===== config.mk =====
export PLATFORM = sky130hd
export DESIGN_NAME = yuv422_to_yuv444
export DESIGN_NICKNAME = d
export VERILOG_FILES = /design/src/rtl/yuv_pkg.sv /design/src/rtl/yuv_pixel_delay3.sv /design/src/rtl/yuv422_to_yuv444.sv
export SDC_FILE = /design/constraint.sdc
export NUM_CORES = 1
export LEC_CHECK = 0
export CAP_MARGIN = 20
export CORE_MARGIN = 2
export CORE_UTILIZATION = 45
export CTS_CLUSTER_DIAMETER = 30
export DETAILED_ROUTE_END_ITERATION = 7
export PLACE_DENSITY = 0.71
export SYNTH_ARGS = -nofsm -noshare
export SYNTH_HDL_FRONTEND = slang
export SYNTH_SLANG_ARGS = --single-unit

===== constraint.sdc =====
create_clock -name clk -period 5.65 [get_ports clk]
set_input_delay 1.13 -clock clk [delete_from_list [all_inputs] [get_ports clk]]
set_output_delay 1.13 -clock clk [all_outputs]
set_load 0.02 [all_outputs]

===== src/rtl/yuv_pkg.sv =====
// Shared constants, stage record and helpers for the 4:2:2 to 4:4:4 chroma upsampler.
package yuv_pkg;

  localparam int PIX_W = 8;
  localparam logic [PIX_W-1:0] NEUTRAL_C = 8'd128;
  localparam logic MODE_REPLICATE = 1'b0;
  localparam logic MODE_AVERAGE   = 1'b1;

  typedef struct packed {
    logic             de;
    logic             vs;
    logic             phase;
    logic [PIX_W-1:0] y;
    logic [PIX_W-1:0] c;
  } stage_t;

  typedef enum logic [1:0] {
    S_WAIT_LOW  = 2'd0,
    S_WAIT_HIGH = 2'd1,
    S_RUN       = 2'd2
  } state_t;

  // Round-half-up mean of two samples; the 9-bit sum cannot overflow.
  function automatic logic [PIX_W-1:0] avg_round(input logic [PIX_W-1:0] a,
                                                 input logic [PIX_W-1:0] b);
    logic [PIX_W:0] sum;
    sum = {1'b0, a} + {1'b0, b} + {{PIX_W{1'b0}}, 1'b1};
    return sum[PIX_W:1];
  endfunction

endpackage


===== src/rtl/yuv_pixel_delay3.sv =====
// Free-running three-stage pixel delay line; only the de/vs qualifiers are reset.
module yuv_pixel_delay3
  import yuv_pkg::*;
(
  input  logic   clk,
  input  logic   rst_n,
  input  stage_t stage_in,
  output stage_t tap1,
  output stage_t tap2,
  output stage_t tap3
);

  localparam int DW = 2 * PIX_W + 1;

  logic [2:0]    de_q, de_d, vs_q, vs_d;
  logic [DW-1:0] data_q [3];
  logic [DW-1:0] data_d [3];

  // Next-state of the shift register: every stage moves each clock.
  always_comb begin
    de_d      = {de_q[1:0], stage_in.de};
    vs_d      = {vs_q[1:0], stage_in.vs};
    data_d[0] = {stage_in.phase, stage_in.y, stage_in.c};
    data_d[1] = data_q[0];
    data_d[2] = data_q[1];
  end

  // Qualifier flops, cleared so no stale pixel can look valid after reset.
  always_ff @(posedge clk or negedge rst_n) begin
    if (!rst_n) begin
      de_q <= 3'b000;
      vs_q <= 3'b000;
    end else begin
      de_q <= de_d;
      vs_q <= vs_d;
    end
  end

  // Payload flops.
  always_ff @(posedge clk) begin
    data_q <= data_d;
  end

  // Tap assembly.
  always_comb begin
    tap1 = {de_q[0], vs_q[0], data_q[0]};
    tap2 = {de_q[1], vs_q[1], data_q[1]};
    tap3 = {de_q[2], vs_q[2], data_q[2]};
  end

endmodule


===== src/rtl/yuv422_to_yuv444.sv =====
// 4:2:2 to 4:4:4 chroma upsampler: frame-aligned start, per-pixel chroma
// regeneration from the neighbouring pixels, fixed 3-clock latency.
module yuv422_to_yuv444
  import yuv_pkg::*;
#(
  parameter logic C_MODE     = MODE_AVERAGE,
  parameter logic C_CB_FIRST = 1'b1
) (
  input  logic             clk,
  input  logic             rst_n,
  input  logic             per_img_vsync,
  input  logic             per_img_de,
  input  logic [PIX_W-1:0] per_img_y,
  input  logic [PIX_W-1:0] per_img_c,
  output logic             post_img_vsync,
  output logic             post_img_de,
  output logic [PIX_W-1:0] post_img_y,
  output logic [PIX_W-1:0] post_img_cb,
  output logic [PIX_W-1:0] post_img_cr
);

  state_t           state_q, state_d;
  logic             phase_q, phase_d;
  logic             de_q, de_d, vs_q, vs_d;
  logic [PIX_W-1:0] y_q, y_d, cb_q, cb_d, cr_q, cr_d;
  logic             run_s, in_de_s, in_vs_s, own_is_cb_s;
  logic [PIX_W-1:0] other_c_s;
  stage_t           stage_in_s, s1_s, s2_s, s3_s;
  logic             unused_taps_s;

  // Frame-start gating, phase tracking and delay-line input.
  always_comb begin
    run_s   = (state_q == S_RUN) || ((state_q == S_WAIT_HIGH) && per_img_vsync);
    in_de_s = per_img_de & per_img_vsync & run_s;
    in_vs_s = per_img_vsync & run_s;
    phase_d = in_de_s ? ~phase_q : 1'b0;

    state_d = state_q;
    case (state_q)
      S_WAIT_LOW:  if (!per_img_vsync) state_d = S_WAIT_HIGH; else state_d = S_WAIT_LOW;
      S_WAIT_HIGH: if (per_img_vsync)  state_d = S_RUN;       else state_d = S_WAIT_HIGH;
      S_RUN:       state_d = S_RUN;
      default:     state_d = S_WAIT_LOW;
    endcase

    stage_in_s       = '0;
    stage_in_s.de    = in_de_s;
    stage_in_s.vs    = in_vs_s;
    stage_in_s.phase = phase_q;
    stage_in_s.y     = per_img_y;
    stage_in_s.c     = per_img_c;
  end

  yuv_pixel_delay3 u_delay (
    .clk      (clk),
    .rst_n    (rst_n),
    .stage_in (stage_in_s),
    .tap1     (s1_s),
    .tap2     (s2_s),
    .tap3     (s3_s)
  );

  // Missing chroma from S3 (left) and S1 (right); de bits keep lines apart.
  always_comb begin
    if ((C_MODE == MODE_AVERAGE) && s3_s.de && s1_s.de) begin
      other_c_s = avg_round(s3_s.c, s1_s.c);
    end else if (s1_s.de) begin
      other_c_s = s1_s.c;
    end else if (s3_s.de) begin
      other_c_s = s3_s.c;
    end else begin
      other_c_s = NEUTRAL_C;
    end

    own_is_cb_s = (s2_s.phase != C_CB_FIRST);
    de_d        = s2_s.de;
    vs_d        = s2_s.vs;

    if (s2_s.de) begin
      y_d  = s2_s.y;
      cb_d = own_is_cb_s ? s2_s.c : other_c_s;
      cr_d = own_is_cb_s ? other_c_s : s2_s.c;
    end else begin
      y_d  = y_q;
      cb_d = cb_q;
      cr_d = cr_q;
    end
  end

  // Control state and registered outputs.
  always_ff @(posedge clk or negedge rst_n) begin
    if (!rst_n) begin
      state_q <= S_WAIT_LOW;
      phase_q <= 1'b0;
      de_q    <= 1'b0;
      vs_q    <= 1'b0;
      y_q     <= 8'd0;
      cb_q    <= 8'd0;
      cr_q    <= 8'd0;
    end else begin
      state_q <= state_d;
      phase_q <= phase_d;
      de_q    <= de_d;
      vs_q    <= vs_d;
      y_q     <= y_d;
      cb_q    <= cb_d;
      cr_q    <= cr_d;
    end
  end

  assign post_img_de    = de_q;
  assign post_img_vsync = vs_q;
  assign post_img_y     = y_q;
  assign post_img_cb    = cb_q;
  assign post_img_cr    = cr_q;

  assign unused_taps_s = ^{s1_s.vs, s1_s.phase, s1_s.y, s3_s.vs, s3_s.phase, s3_s.y};

endmodule


**Word-level counts from Yosys, hierarchy flattened**

Index checks and enable logic that the tools add are counted.

- Add/sub/neg operators: 2
- Eq/ne operators: 2
- Multiplexer cells: 9
- Bitwise operators: 4
- Reduce and logical (&&, ||, !) cells: 4

Operators by type and width:

| cell | count |
|---|---|
| 8-bit two-way mux | 5 |
| 8-bit by 8-bit adder with 9-bit output | 1 |
| 9-bit by 1-bit adder with 9-bit output, second input constant | 1 |
| 2-bit one-hot mux with 3 select lines | 1 |
| 1-bit bitwise AND | 3 |
| 2-bit by 1-bit == test with 1-bit output, second input constant | 1 |
| 2-bit == test, second input constant | 1 |
| 1-bit logical AND | 2 |
| 2-bit logical NOT | 1 |
| 1-bit two-way mux | 2 |
| 2-bit two-way mux | 1 |
| 1-bit logical OR | 1 |
| 1-bit NOT | 1 |

- Flip-flop bits (word level): 76
- Input port bits: 20
- Output and inout bits: 26

**Logic depth before layout (Yosys ltp)**

Gate-level depths: netlist of the first run.

- Depth in word-level cells: 5
- Mapped depth: 7
- Depth with buffers taken out: 7

**Cells and area by module**

A second synthesis of the first run with hierarchy kept.

- Cell total of the unflattened synthesis: 237
- Area total of the unflattened synthesis: 2911.5 sq um

Modules (own cells, without submodules):

| module | times used | cells each | area an instance (sq um) | seq. area each (sq um) |
|---|---|---|---|---|
| yuv422_to_yuv444 | 1 | 180 | 1740.4 | 725.7 |
| yuv_pixel_delay3 | 1 | 57 | 1171.1 | 1171.1 |

**Worst setup path after synthesis of the first run**

Ideal clock, no wire load.

- Path kind: flip-flop to flip-flop
- From: register u_delay.data_q (netlist bit u_delay.tap1[1])
- To: register cr_q[7], in the netlist post_img_cr[7]
- Arrival time: 1.773 ns
- Data required time: 5.576 ns
- Path slack: 3.803 ns
- Stages on the path, launching flop included: 8
- Buffers on the path: 0
- Period minus slack after synthesis: 1.847 ns
- Cells stage by stage: dfxtp_1 -> inv_1 -> fa_1 -> nand2b_1 -> a21bo_4 -> a2111oi_4 -> nor3_2 -> o21ai_2

- Word-level cells in the longest chain between the ends: 4

Ends and longest elaborated chain:

| item | RTL line | source |
|---|---|---|
| start: declaration | yuv_pixel_delay3.sv:16 | `logic [DW-1:0] data_q [3];` |
| start signal: assignment | yuv_pixel_delay3.sv:41 | `data_q <= data_d;` |
| 8-bit by 8-bit adder with 9-bit output | yuv_pkg.sv:27 | `sum = {1'b0, a} + {1'b0, b} + {{PIX_W{1'b0}}, 1'b1};` |
| 9-bit by 1-bit adder with 9-bit output | yuv_pkg.sv:27 |  |
| 8-bit two-way mux | yuv422_to_yuv444.sv:65 | `if ((C_MODE == MODE_AVERAGE) && s3_s.de && s1_s.de) begin` |
| 8-bit two-way mux | yuv422_to_yuv444.sv:82 | `cr_d = own_is_cb_s ? other_c_s : s2_s.c;` |
| end signal: assignment | yuv422_to_yuv444.sv:107 | `cr_q <= cr_d;` |
| end: declaration | yuv422_to_yuv444.sv:25 | `logic [PIX_W-1:0] y_q, y_d, cb_q, cb_d, cr_q, cr_d;` |

No other way between the ends.
A chain may end at the register's enable or synchronous reset.

**Worst setup path after layout of the first run**

- From: register de_q, in the netlist post_img_de
- To: output post_img_de

RTL lines:

| item | RTL line | source |
|---|---|---|
| start: declaration | yuv422_to_yuv444.sv:24 | `logic de_q, de_d, vs_q, vs_d;` |
| start signal: assignment | yuv422_to_yuv444.sv:95 | `de_q <= 1'b0;` |
| start signal: assignment | yuv422_to_yuv444.sv:103 | `de_q <= de_d;` |
| end: declaration | yuv422_to_yuv444.sv:16 | `output logic post_img_de,` |

No word-level cell between the ends.

==> results of run 1 <==
## state kept, by name, summed over array words and instances (netlist names)
name            count
post_img_de         1
post_img_cr         8
u_delay.tap3        8
u_delay.tap1       17
state_q             2
post_img_y          8
post_img_vsync      1
u_delay.tap2       17
phase_q             1
u_delay.vs_q        2
u_delay.de_q        2
post_img_cb         8
## through the flow
step | utilization (%) | cells
2_1_floorplan | - | 220
3_3_place_gp | 54.90 | 336
3_5_place_dp | 54.90 | 336
4_1_cts | 58.00 | 352
5_1_grt | 58.00 | 352
6_report | 58.00 | 352
## worst max-delay path by stage
stage	endpoint	cells past startpoint
3_5_place_dp	post_img_de	1
4_1_cts	post_img_de	1
6_report	post_img_de	1
2_1_floorplan	post_img_cr[7]$_DFFE_PN0P_	7
3_3_place_gp	post_img_de	1
5_1_grt	post_img_de	1
## per-layer routing
metal / GRT usage [%] / part of all wire [%] / vias up
met5: 0 / 0 / -
met4: 9.831 / 3.0 / 0
met3: 6.667 / 4.4 / 13
met2: 27.93 / 48 / 46
met1: 21.90 / 44 / 885
li1: - / - / 900
## logic make-up (layout without fill, tap and decap cells)
logic type / after synthesis / count (layout) / share of synthesized area (%)
buf+inv: 18 / 75 / 2.707
flops: 75 / 75 / 62.18
xor+xnor: 1 / 1 / 0.3269
mux: 12 / 12 / 4.902
compound gates: 58 / 58 / 15.97
simple gates: 48 / 48 / 9.898
fa+ha+maj: 8 / 8 / 4.015
## cell usage in the layout (no fill, tap or decap), types with 5 or more instances in the layout
| cell | Yosys | routed |
|---|---|---|
| sky130_fd_sc_hd__nand3_1 | 6 | 6 |
| sky130_fd_sc_hd__mux2_2 | 9 | 9 |
| sky130_fd_sc_hd__dfxtp_1 | 42 | 42 |
| sky130_fd_sc_hd__o21ai_0 | 8 | 8 |
| sky130_fd_sc_hd__a21o_1 | 5 | 5 |
| sky130_fd_sc_hd__nand2_1 | 5 | 5 |
| sky130_fd_sc_hd__o221ai_1 | 6 | 6 |
| sky130_fd_sc_hd__dfrtp_1 | 33 | 33 |
| sky130_fd_sc_hd__a31oi_1 | 5 | 5 |
| sky130_fd_sc_hd__clkbuf_8 | 0 | 11 |
| sky130_fd_sc_hd__nor2_1 | 7 | 7 |
| sky130_fd_sc_hd__inv_1 | 11 | 11 |
| sky130_fd_sc_hd__ha_1 | 7 | 7 |
| sky130_fd_sc_hd__nor2b_1 | 8 | 8 |
| sky130_fd_sc_hd__clkdlybuf4s50_1 | 0 | 45 |
| sky130_fd_sc_hd__a21oi_1 | 11 | 11 |
## area by class of cell
cell class                      count  area, sq um  share of cell area [%]
Clock buffer                       12        155.1                   4.572
Clock inverter                      4        26.28                  0.7743
Inverter                           12        45.04                   1.327
Multi-Input combinational cell    127        940.9                   27.73
Sequential cell                    75         1667                   49.12
Tap cell                           75        93.84                   2.765
Timing Repair Buffer               47        465.4                   13.72
## where the power goes
group,total [mW],leakage (nW),internal [mW],switching (mW)
clock,0.365,0.0924,0.183,0.183
combinational,0.504,0.548,0.257,0.247
sequential,0.721,0.771,0.649,0.0727
==> insert_results.sql, run 1 <==
INSERT INTO impl_metrics (metric_group, metric, value, unit) VALUES
('timing', 'period_needed', '2.702', 'ns'),
('cts', 'clockBufferDepth', '2', ''),
('setup_path', 'crit_path_start_kind', 'register', ''),
('setup_path', 'timing.rr.start', 'u_delay.tap1[1]$_DFF_P_', ''),
('finish', 'design_area', '3393', 'sq um'),
('floorplanning', 'initial_utilization', '45.81', '%'),
('floorplanning', 'core', '5851', 'sq um'),
('setup_path', 'ff2ff_setup_slack', '3.61', 'ns'),
('global_route', 'grt_antenna_before_repair', '0', ''),
('yosys', 'synth_edf_count', '0', ''),
('yosys', 'yosysSeqAreaShare', '62.18', '%'),
('placed_design', 'portBuffers', '45', ''),
('setup_path', 'largest_fanout_on_the_critical_path', '11', ''),
('floorplanning', 'die-area', '6589', 'sq um'),
('min_path', 'whs_path_depth', '0', ''),
('setup_path', 'cp_cell_sequence', 'clkdlybuf4s50_1', ''),
('route', 'vias', '1844', ''),
('setup_path', 'worst_path_dominant_cell_family', 'buffers and inverters', ''),
('cts', 'tritoncts.num_buffers', '9', ''),
('floorplanning', 'design.portCount', '46', ''),
('min_path', 'worstHoldPathType', 'reg -> reg', ''),
('cts', 'h-tree-depth', '3', ''),
('timing', 'final.hold.worst_slack', '0.3271', 'ns'),
('floorplanning', 'die_y', '81.18', 'um'),
('power_and_ir_drop', 'power_density', '468.7', 'nW/um^2'),
('power_and_ir_drop', 'peak_supply_drop', '0.2870', 'mV'),
('cts', 'post_cts_repair_timing_setup_buffer_count', '0', ''),
('global_route', 'remaining_global_route_overflow', '0', ''),
('timing', 'slew-limit-headroom', '65.57', '%'),
('cts', 'cts_resized', '0', ''),
('yosys', 'netlist-cell-type-count', '46', ''),
('power_and_ir_drop', 'total_leakage_power', '1.412', 'nW'),
('yosys', 'yosys_register_bits', '75', ''),
('cts', 'clk-insertion-delay-late', '0.35', 'ns'),
('finish', 'post_route_cells_drive_above_1_share', '12.27', '%'),
('setup_path', 'worst_path_largest_cell_delay', '0.67', 'ns'),
('min_path', 'min_delay_worst_endpoint', 'u_delay.tap2[8]$_DFF_P_', ''),
('timing', 'fin_skew', '0.01187', 'ns'),
('yosys', 'synthMostInstantiatedCell', 'sky130_fd_sc_hd__dfxtp_1', ''),
('cts', 'cts-hold-fix-buffers', '0', ''),
('route', 'via_per_inst', '5.239', ''),
('yosys', 'syn_inst', '220', ''),
('timing', 'finalCritPeriodShare', '47.82', '%'),
('route', 'drt-initial-drc-count', '88', ''),
('setup_path', 'worst-setup-path-type', 'reg -> out', ''),
('setup_path', 'r2r_cells', '7', ''),
('min_path', 'hold_path.startpoint', 'u_delay.tap1[8]$_DFF_P_', ''),
('yosys', 'synth_top_area_share', '31.37', '%'),
('timing', 'grt_setup_unrepaired', 'no', ''),
('setup_path', 'worstSetupEndpointType', 'output port', ''),
('yosys', 'yosys.area.top_type', 'sky130_fd_sc_hd__dfxtp_1', ''),
('yosys', 'synth.yosys.warnings', '0', ''),
('timing', 'fin_tns_setup', '0', 'ns'),
('setup_path', 'cp_data_arrival_time', '1.57', 'ns'),
('cts', 'clock_sink_count', '75', ''),
('global_route', 'grt_overall_usage', '18.07', '%'),
('route', 'firstDrtPassIters', '4', ''),
('placed_design', 'globalplace.congestion', '0.8445', ''),
('setup_path', 'r2r_end', 'post_img_cr[7]$_DFFE_PN0P_', ''),
('finish', 'fin_nets', '300', ''),
('global_route', 'wire_length_of_the_first_global_routing_pass', '8618', 'um'),
('global_route', 'grt_start_max_net_pins', '34', ''),
('placed_design', 'place.detailed.hpwl', '3584', 'um'),
('route', 'routedWlPerCell', '14.47', 'um'),
('route', 'drt-total-wl', '5092', 'um'),
('run_status', 'run_status', 'completed', ''),
('timing', 'timing.final.setup_violations', '0', ''),
('yosys', 'netlist_area', '2680', 'sq um'),
('cts', 'clockRootBuffer', 'sky130_fd_sc_hd__clkbuf_8', ''),
('placed_design', 'preCtsSetupSlack', '3.323', 'ns'),
('finish', 'area_growth_syn_to_layout', '26.61', '%');
No activity file was read; power rests on OpenSTA's default activity.
==> run 2: changes to the inputs <==
- clock period: 5.65 -> 2.8 ns (I/O delays scaled with it)
==> run 2 against run 1 <==
  * Critical endpoint unchanged
  * Die area unchanged
  * First-iteration DRC count rose by 56%
  * Sequential share of layout area is 0.36 points lower
  * Critical path type unchanged
==> insert_results.sql, run 2 (synthesis gave the netlist of run 1 again) <==
INSERT INTO impl_metrics (metric_group, metric, value, unit) VALUES
('setup_path', 'worst_path_dominant_cell_family', 'buffers and inverters', ''),
('finish', 'post_route_cells_drive_above_1_share', '12.59', '%'),
('finish', 'num_antenna_cells', '0', ''),
('setup_path', 'crit_path_start_kind', 'register', ''),
('floorplanning', 'design.portCount', '46', ''),
('cts', 'clk-insertion-delay-late', '0.34', 'ns'),
('setup_path', 'largest_fanout_on_the_critical_path', '11', ''),
('placed_design', 'portBuffers', '45', ''),
('timing', 'slew-limit-headroom', '66.10', '%'),
('timing', 'grt_setup_unrepaired', 'no', ''),
('timing', 'final_max_slew_viol_count', '0', ''),
('cts', 'clk_transition_reported_paths', '0.08', 'ns'),
('cts', 'cts_tree', 'built', ''),
('finish', 'layout_common_cells', 'sky130_fd_sc_hd__clkdlybuf4s50_1 (45), sky130_fd_sc_hd__dfxtp_1 (42), sky130_fd_sc_hd__dfrtp_1 (33)', ''),
('cts', 'clockRootBuffer', 'sky130_fd_sc_hd__clkbuf_8', ''),
('cts', 'tritoncts.num_buffers', '9', ''),
('run_status', 'run_status', 'completed', ''),
('route', 'drt-initial-drc-count', '137', ''),
('route', 'drt-total-wl', '5294', 'um'),
('finish', 'fin_nets', '301', ''),
('placed_design', 'globalplace.congestion', '0.9036', ''),
('cts', 'clockBufferDepth', '2', ''),
('setup_path', 'ff2ff_setup_slack', '0.76', 'ns'),
('timing', 'timing.final.hold_violations', '0', ''),
('floorplanning', 'initial_utilization', '45.81', '%'),
('power_and_ir_drop', 'peak_supply_drop', '0.5830', 'mV'),
('global_route', 'remaining_global_route_overflow', '0', ''),
('placed_design', 'place.detailed.hpwl', '3743', 'um'),
('power_and_ir_drop', 'power_density', '965.1', 'nW/um^2'),
('timing', 'timing.final.setup_violations', '0', ''),
('floorplanning', 'die_w', '81.18', 'um'),
('global_route', 'first_global_vias', '1826', ''),
('route', 'vias', '1839', ''),
('timing', 'final.hold.worst_slack', '0.3302', 'ns'),
('power_and_ir_drop', 'total_leakage_power', '1.418', 'nW'),
('cts', 'post_cts_repair_timing_setup_buffer_count', '0', ''),
('global_route', 'grt_antenna_before_repair', '0', ''),
('setup_path', 'worstSetupEndpointType', 'output port', ''),
('timing', 'period_needed', '2.188', 'ns'),
('setup_path', 'cp_data_arrival_time', '1.63', 'ns'),
('cts', 'h-tree-depth', '3', ''),
('global_route', 'grt_overall_usage', '18.04', '%'),
('global_route', 'grt_start_max_net_pins', '34', ''),
('min_path', 'worstHoldPathType', 'reg -> reg', ''),
('timing', 'worstMarginPinSlew', '0.4956', 'ns'),
('timing', 'fin_skew', '0.009500', 'ns'),
('finish', 'most_common_library_cell_in_the_layout_ignoring_fill_and_taps', 'sky130_fd_sc_hd__clkdlybuf4s50_1', ''),
('setup_path', 'cp_cell_sequence', 'clkdlybuf4s50_1', ''),
('timing', 'maxClockFrequency', '457.1', 'MHz'),
('cts', 'clock_sink_count', '75', ''),
('cts', 'cts_resized', '0', ''),
('timing', 'fin_tns_setup', '0', 'ns'),
('route', 'routedWlPerCell', '15.00', 'um'),
('route', 'via_per_inst', '5.210', ''),
('floorplanning', 'rows', '28', ''),
('cts', 'cts-hold-fix-buffers', '0', ''),
('global_route', 'wire_length_of_the_first_global_routing_pass', '8694', 'um'),
('setup_path', 'cp_slowest_cell', 'sky130_fd_sc_hd__clkdlybuf4s50_1', ''),
('route', 'drc_errors', '0', ''),
('setup_path', 'worst_path_largest_cell_delay', '0.68', 'ns'),
('job', 'cap_viol_max_count', '0', ''),
('floorplanning', 'die_y', '81.18', 'um'),
('floorplanning', 'die-area', '6589', 'sq um'),
('finish', 'area_growth_syn_to_layout', '27.54', '%'),
('setup_path', 'worst-setup-path-type', 'reg -> out', ''),
('floorplanning', 'core', '5851', 'sq um'),
('timing', 'finalCritPeriodShare', '78.13', '%'),
('setup_path', 'worst_path_bufs_invs', '1', ''),
('route', 'ant_nets', '0', ''),
('setup_path', 'timing.critical_path.required', '2.24', 'ns'),
('route', 'firstDrtPassIters', '4', '');
-- run 2: cell count changes in the layout (fill, tap and decap cells not counted), sizes merged --
cell / before / now
clkbuf: 12 / 10
clkinv: 4 / 2
inv: 11 / 13
buf: 2 / 3
bufinv: 0 / 1
clkinvlp: 1 / 2
-- run 2: per-layer routing --
layer  vias to the layer above  share of wire [%]  GRT usage [%]  wire (um)
met5                         -                  0              0          0
li1                        903                  -              -          -
met4                         0                2.4          8.475        127
met3                         8                5.0          7.000        264
met1                       870                 44          21.72       2319
met2                        58                 49          28.43       2583
-- run 2: path summary, 6_finish.rpt --
kind	start	to	depth (start not counted)
hold / removal	u_delay.tap1[16]$_DFF_P_	u_delay.tap2[16]$_DFF_P_	0
max in group asynchronous	rst_n	post_img_cr[6]$_DFFE_PN0P_	2
hold reg to reg	u_delay.tap1[16]$_DFF_P_	u_delay.tap2[16]$_DFF_P_	0
setup reg to reg	u_delay.tap1[4]$_DFF_P_	post_img_cr[4]$_DFFE_PN0P_	6
setup / recovery	post_img_de$_DFF_PN0_	post_img_de	1
min in group asynchronous	rst_n	state_q[0]$_DFF_PN0_	2
-- run 2: final cells by class --
class | instances | area [sq um]
Clock buffer | 10 | 127.6
Inverter | 12 | 45.04
Tap cell | 75 | 93.84
Sequential cell | 75 | 1667
Multi-Input combinational cell | 127 | 940.9
Timing Repair Buffer | 48 | 473.0
Fill cell | 482 | 2432
Clock inverter | 6 | 71.32
-- run 2: where the power goes --
part / leakage, nW / total, mW / internal [mW] / switching, mW
clock network: 0.0935 / 0.821 / 0.419 / 0.402
registers: 0.771 / 1.45 / 1.31 / 0.142
logic: 0.554 / 1.03 / 0.522 / 0.506
-- run 2: stage by stage --
stage / std cells / power, mW / setup slack (ns) / utilization (%) / cell area (sq um)
3_5_place_dp: 337 / 2.510 / 0.8208 / 55.03 / 3219
3_3_place_gp: 337 / 2.488 / 0.8706 / 55.03 / 3219
6_report: 353 / 3.299 / 0.6123 / 58.43 / 3418
2_1_floorplan: 220 / 2.016 / 0.9527 / - / 2680
5_1_grt: 353 / 3.483 / 0.5136 / 58.43 / 3418
4_1_cts: 353 / 3.348 / 0.5799 / 58.43 / 3418
==> run 3: changes to the inputs <==
- clock period: 2.8 -> 2.1 ns (I/O delays scaled with it)
==> run 3 against run 2 <==
  * Die area unchanged
  * Highest routed layer unchanged
  * Clock-buffer cell count increased by 1
  * Total power increased by 33%
  * Sequential share of layout area decreased by 0.32 points
==> insert_results.sql, run 3 (synthesis gave the netlist of run 1 again) <==
INSERT INTO impl_metrics (metric_group, metric, value, unit) VALUES
('cts', 'clockRootBuffer', 'sky130_fd_sc_hd__clkbuf_8', ''),
('setup_path', 'cp_cell_sequence', 'inv_1 -> fa_1 -> nand2b_4 -> a21bo_4 -> a2111oi_4 -> nor3_2 -> o21ai_2', ''),
('cts', 'clockBufferDepth', '2', ''),
('route', 'drt-total-wl', '5282', 'um'),
('timing', 'final.setup.worst_slack', '0.1481', 'ns'),
('timing', 'grt_setup_unrepaired', 'no', ''),
('route', 'via_per_inst', '5.157', ''),
('timing', 'worstMarginPinSlew', '0.4343', 'ns'),
('timing', 'period_needed', '1.952', 'ns'),
('placed_design', 'globalplace.congestion', '0.8530', ''),
('floorplanning', 'die_w', '81.18', 'um'),
('floorplanning', 'rows', '28', ''),
('finish', 'post_route_cells_drive_above_1_share', '14.23', '%'),
('finish', 'layout_common_cells', 'sky130_fd_sc_hd__clkdlybuf4s50_1 (45), sky130_fd_sc_hd__dfxtp_1 (41), sky130_fd_sc_hd__dfrtp_1 (32)', ''),
('setup_path', 'worstSetupEndpointType', 'register', ''),
('timing', 'fin_skew', '0.009460', 'ns'),
('finish', 'num_antenna_cells', '0', ''),
('floorplanning', 'core', '5851', 'sq um'),
('global_route', 'grt_overall_usage', '18.40', '%'),
('global_route', 'wire_length_of_the_first_global_routing_pass', '8990', 'um'),
('route', 'routedWlPerCell', '14.84', 'um'),
('run_status', 'run_status', 'completed', ''),
('cts', 'tritoncts.num_buffers', '9', ''),
('global_route', 'grt_start_max_net_pins', '34', ''),
('placed_design', 'portBuffers', '45', ''),
('setup_path', 'worst_path_dominant_cell_family', 'compound AO/OA/AOI/OAI gates', ''),
('timing', 'timing.final.hold_violations', '0', ''),
('route', 'firstDrtPassIters', '4', ''),
('timing', 'finalCritPeriodShare', '92.95', '%'),
('power_and_ir_drop', 'power_density', '1278', 'nW/um^2'),
('timing', 'timing.final.setup_violations', '0', ''),
('finish', 'area_growth_syn_to_layout', '28.57', '%'),
('cts', 'clk_transition_reported_paths', '0.08', 'ns'),
('route', 'ant_nets', '0', ''),
('power_and_ir_drop', 'total_leakage_power', '1.433', 'nW'),
('floorplanning', 'die_y', '81.18', 'um'),
('setup_path', 'cp_data_arrival_time', '2.22', 'ns'),
('job', 'cap_viol_max_count', '0', ''),
('cts', 'h-tree-depth', '3', ''),
('finish', 'fin_nets', '304', ''),
('timing', 'slew-limit-headroom', '70.99', '%'),
('setup_path', 'worst-setup-path-type', 'reg -> reg', ''),
('floorplanning', 'design.portCount', '46', ''),
('route', 'drt-initial-drc-count', '106', ''),
('cts', 'cts-hold-fix-buffers', '0', ''),
('setup_path', 'crit_path_start_kind', 'register', ''),
('timing', 'maxClockFrequency', '512.3', 'MHz'),
('finish', 'most_common_library_cell_in_the_layout_ignoring_fill_and_taps', 'sky130_fd_sc_hd__clkdlybuf4s50_1', ''),
('cts', 'cts_tree', 'built', ''),
('timing', 'fin_tns_setup', '0', 'ns'),
('cts', 'clock_sink_count', '75', ''),
('global_route', 'first_global_vias', '1900', ''),
('setup_path', 'worst_path_bufs_invs', '1', ''),
('setup_path', 'worst_path_largest_cell_delay', '0.46', 'ns'),
('floorplanning', 'initial_utilization', '45.81', '%'),
('power_and_ir_drop', 'peak_supply_drop', '0.9283', 'mV'),
('cts', 'clk-insertion-delay-late', '0.35', 'ns'),
('timing', 'final_max_slew_viol_count', '0', ''),
('setup_path', 'cp_slowest_cell', 'sky130_fd_sc_hd__fa_1', ''),
('setup_path', 'largest_fanout_on_the_critical_path', '4', ''),
('global_route', 'remaining_global_route_overflow', '0', ''),
('route', 'vias', '1836', ''),
('setup_path', 'timing.critical_path.required', '2.37', 'ns'),
('min_path', 'worstHoldPathType', 'reg -> reg', ''),
('global_route', 'grt_antenna_before_repair', '0', ''),
('floorplanning', 'die-area', '6589', 'sq um'),
('placed_design', 'place.detailed.hpwl', '3750', 'um'),
('placed_design', 'preCtsSetupSlack', '0.09188', 'ns'),
('route', 'drc_errors', '0', '');
[run 3: path summary, 6_finish.rpt]
kind                                          startpoint                          to  slack [ns]  cells past startpoint
worst min register to register  u_delay.tap1[16]$_DFF_P_    u_delay.tap2[16]$_DFF_P_        0.33                      0
worst max-delay path             u_delay.tap1[1]$_DFF_P_  post_img_cr[7]$_DFFE_PN0P_        0.15                      7
min in group asynchronous                          rst_n   post_img_y[4]$_DFFE_PN0P_        0.47                      2
worst max register to register   u_delay.tap1[1]$_DFF_P_  post_img_cr[7]$_DFFE_PN0P_        0.15                      7
max in group asynchronous                          rst_n       post_img_de$_DFF_PN0_        1.30                      2
worst min-delay path            u_delay.tap1[16]$_DFF_P_    u_delay.tap2[16]$_DFF_P_        0.33                      0
[run 3: final cells by class]
cell class	instances	area (sq um)
Clock buffer	11	131.4
Clock inverter	5	62.56
Fill cell	475	2405
Inverter	12	45.04
Multi-Input combinational cell	127	948.4
Sequential cell	75	1669
Tap cell	75	93.84
Timing Repair Buffer	51	495.5
[run 3: routing by layer]
| layer | track usage, % | vias up | wire (um) |
|---|---|---|---|
| met4 | 5.932 | 0 | 93 |
| met5 | 0 | - | 0 |
| met2 | 29.50 | 50 | 2520 |
| met3 | 6.778 | 8 | 271 |
| met1 | 23.12 | 871 | 2396 |
| li1 | - | 907 | - |
[run 3: where the power goes]
| group | switching (mW) | internal (mW) |
|---|---|---|
| clock | 0.520 | 0.558 |
| sequential | 0.181 | 1.75 |
| combinational | 0.692 | 0.707 |
| total | 1.39 | 3.01 |
[run 3: through the flow]
| stage | total power [mW] | cells | hold slack (ns) | cell area, sq um | utilization (%) |
|---|---|---|---|---|---|
| floorplan | 2.688 | 220 | 0.1244 | 2680 | - |
| global placement | 3.331 | 340 | 0.3104 | 3242 | 55.41 |
| detailed placement | 3.353 | 340 | 0.3128 | 3242 | 55.41 |
| CTS | 4.439 | 356 | 0.3307 | 3436 | 58.73 |
| global route | 4.656 | 356 | 0.3328 | 3446 | 58.90 |
| finish | 4.404 | 356 | 0.3283 | 3446 | 58.90 |
[run 3: worst reg2reg max path, cell delays in order, from the launching register on]
cell                        delay, ns
sky130_fd_sc_hd__dfxtp_2         0.35
sky130_fd_sc_hd__inv_1           0.06
sky130_fd_sc_hd__fa_1            0.46
sky130_fd_sc_hd__nand2b_4        0.18
sky130_fd_sc_hd__a21bo_4         0.23
sky130_fd_sc_hd__a2111oi_4       0.37
sky130_fd_sc_hd__nor3_2          0.11
sky130_fd_sc_hd__o21ai_2         0.12
[run 3: repair_timing]
action / in CTS / in global routing
resized for setup: 0 / 3
endpoints found under the setup margin: 0 / 5
setup buffers: 0 / 0
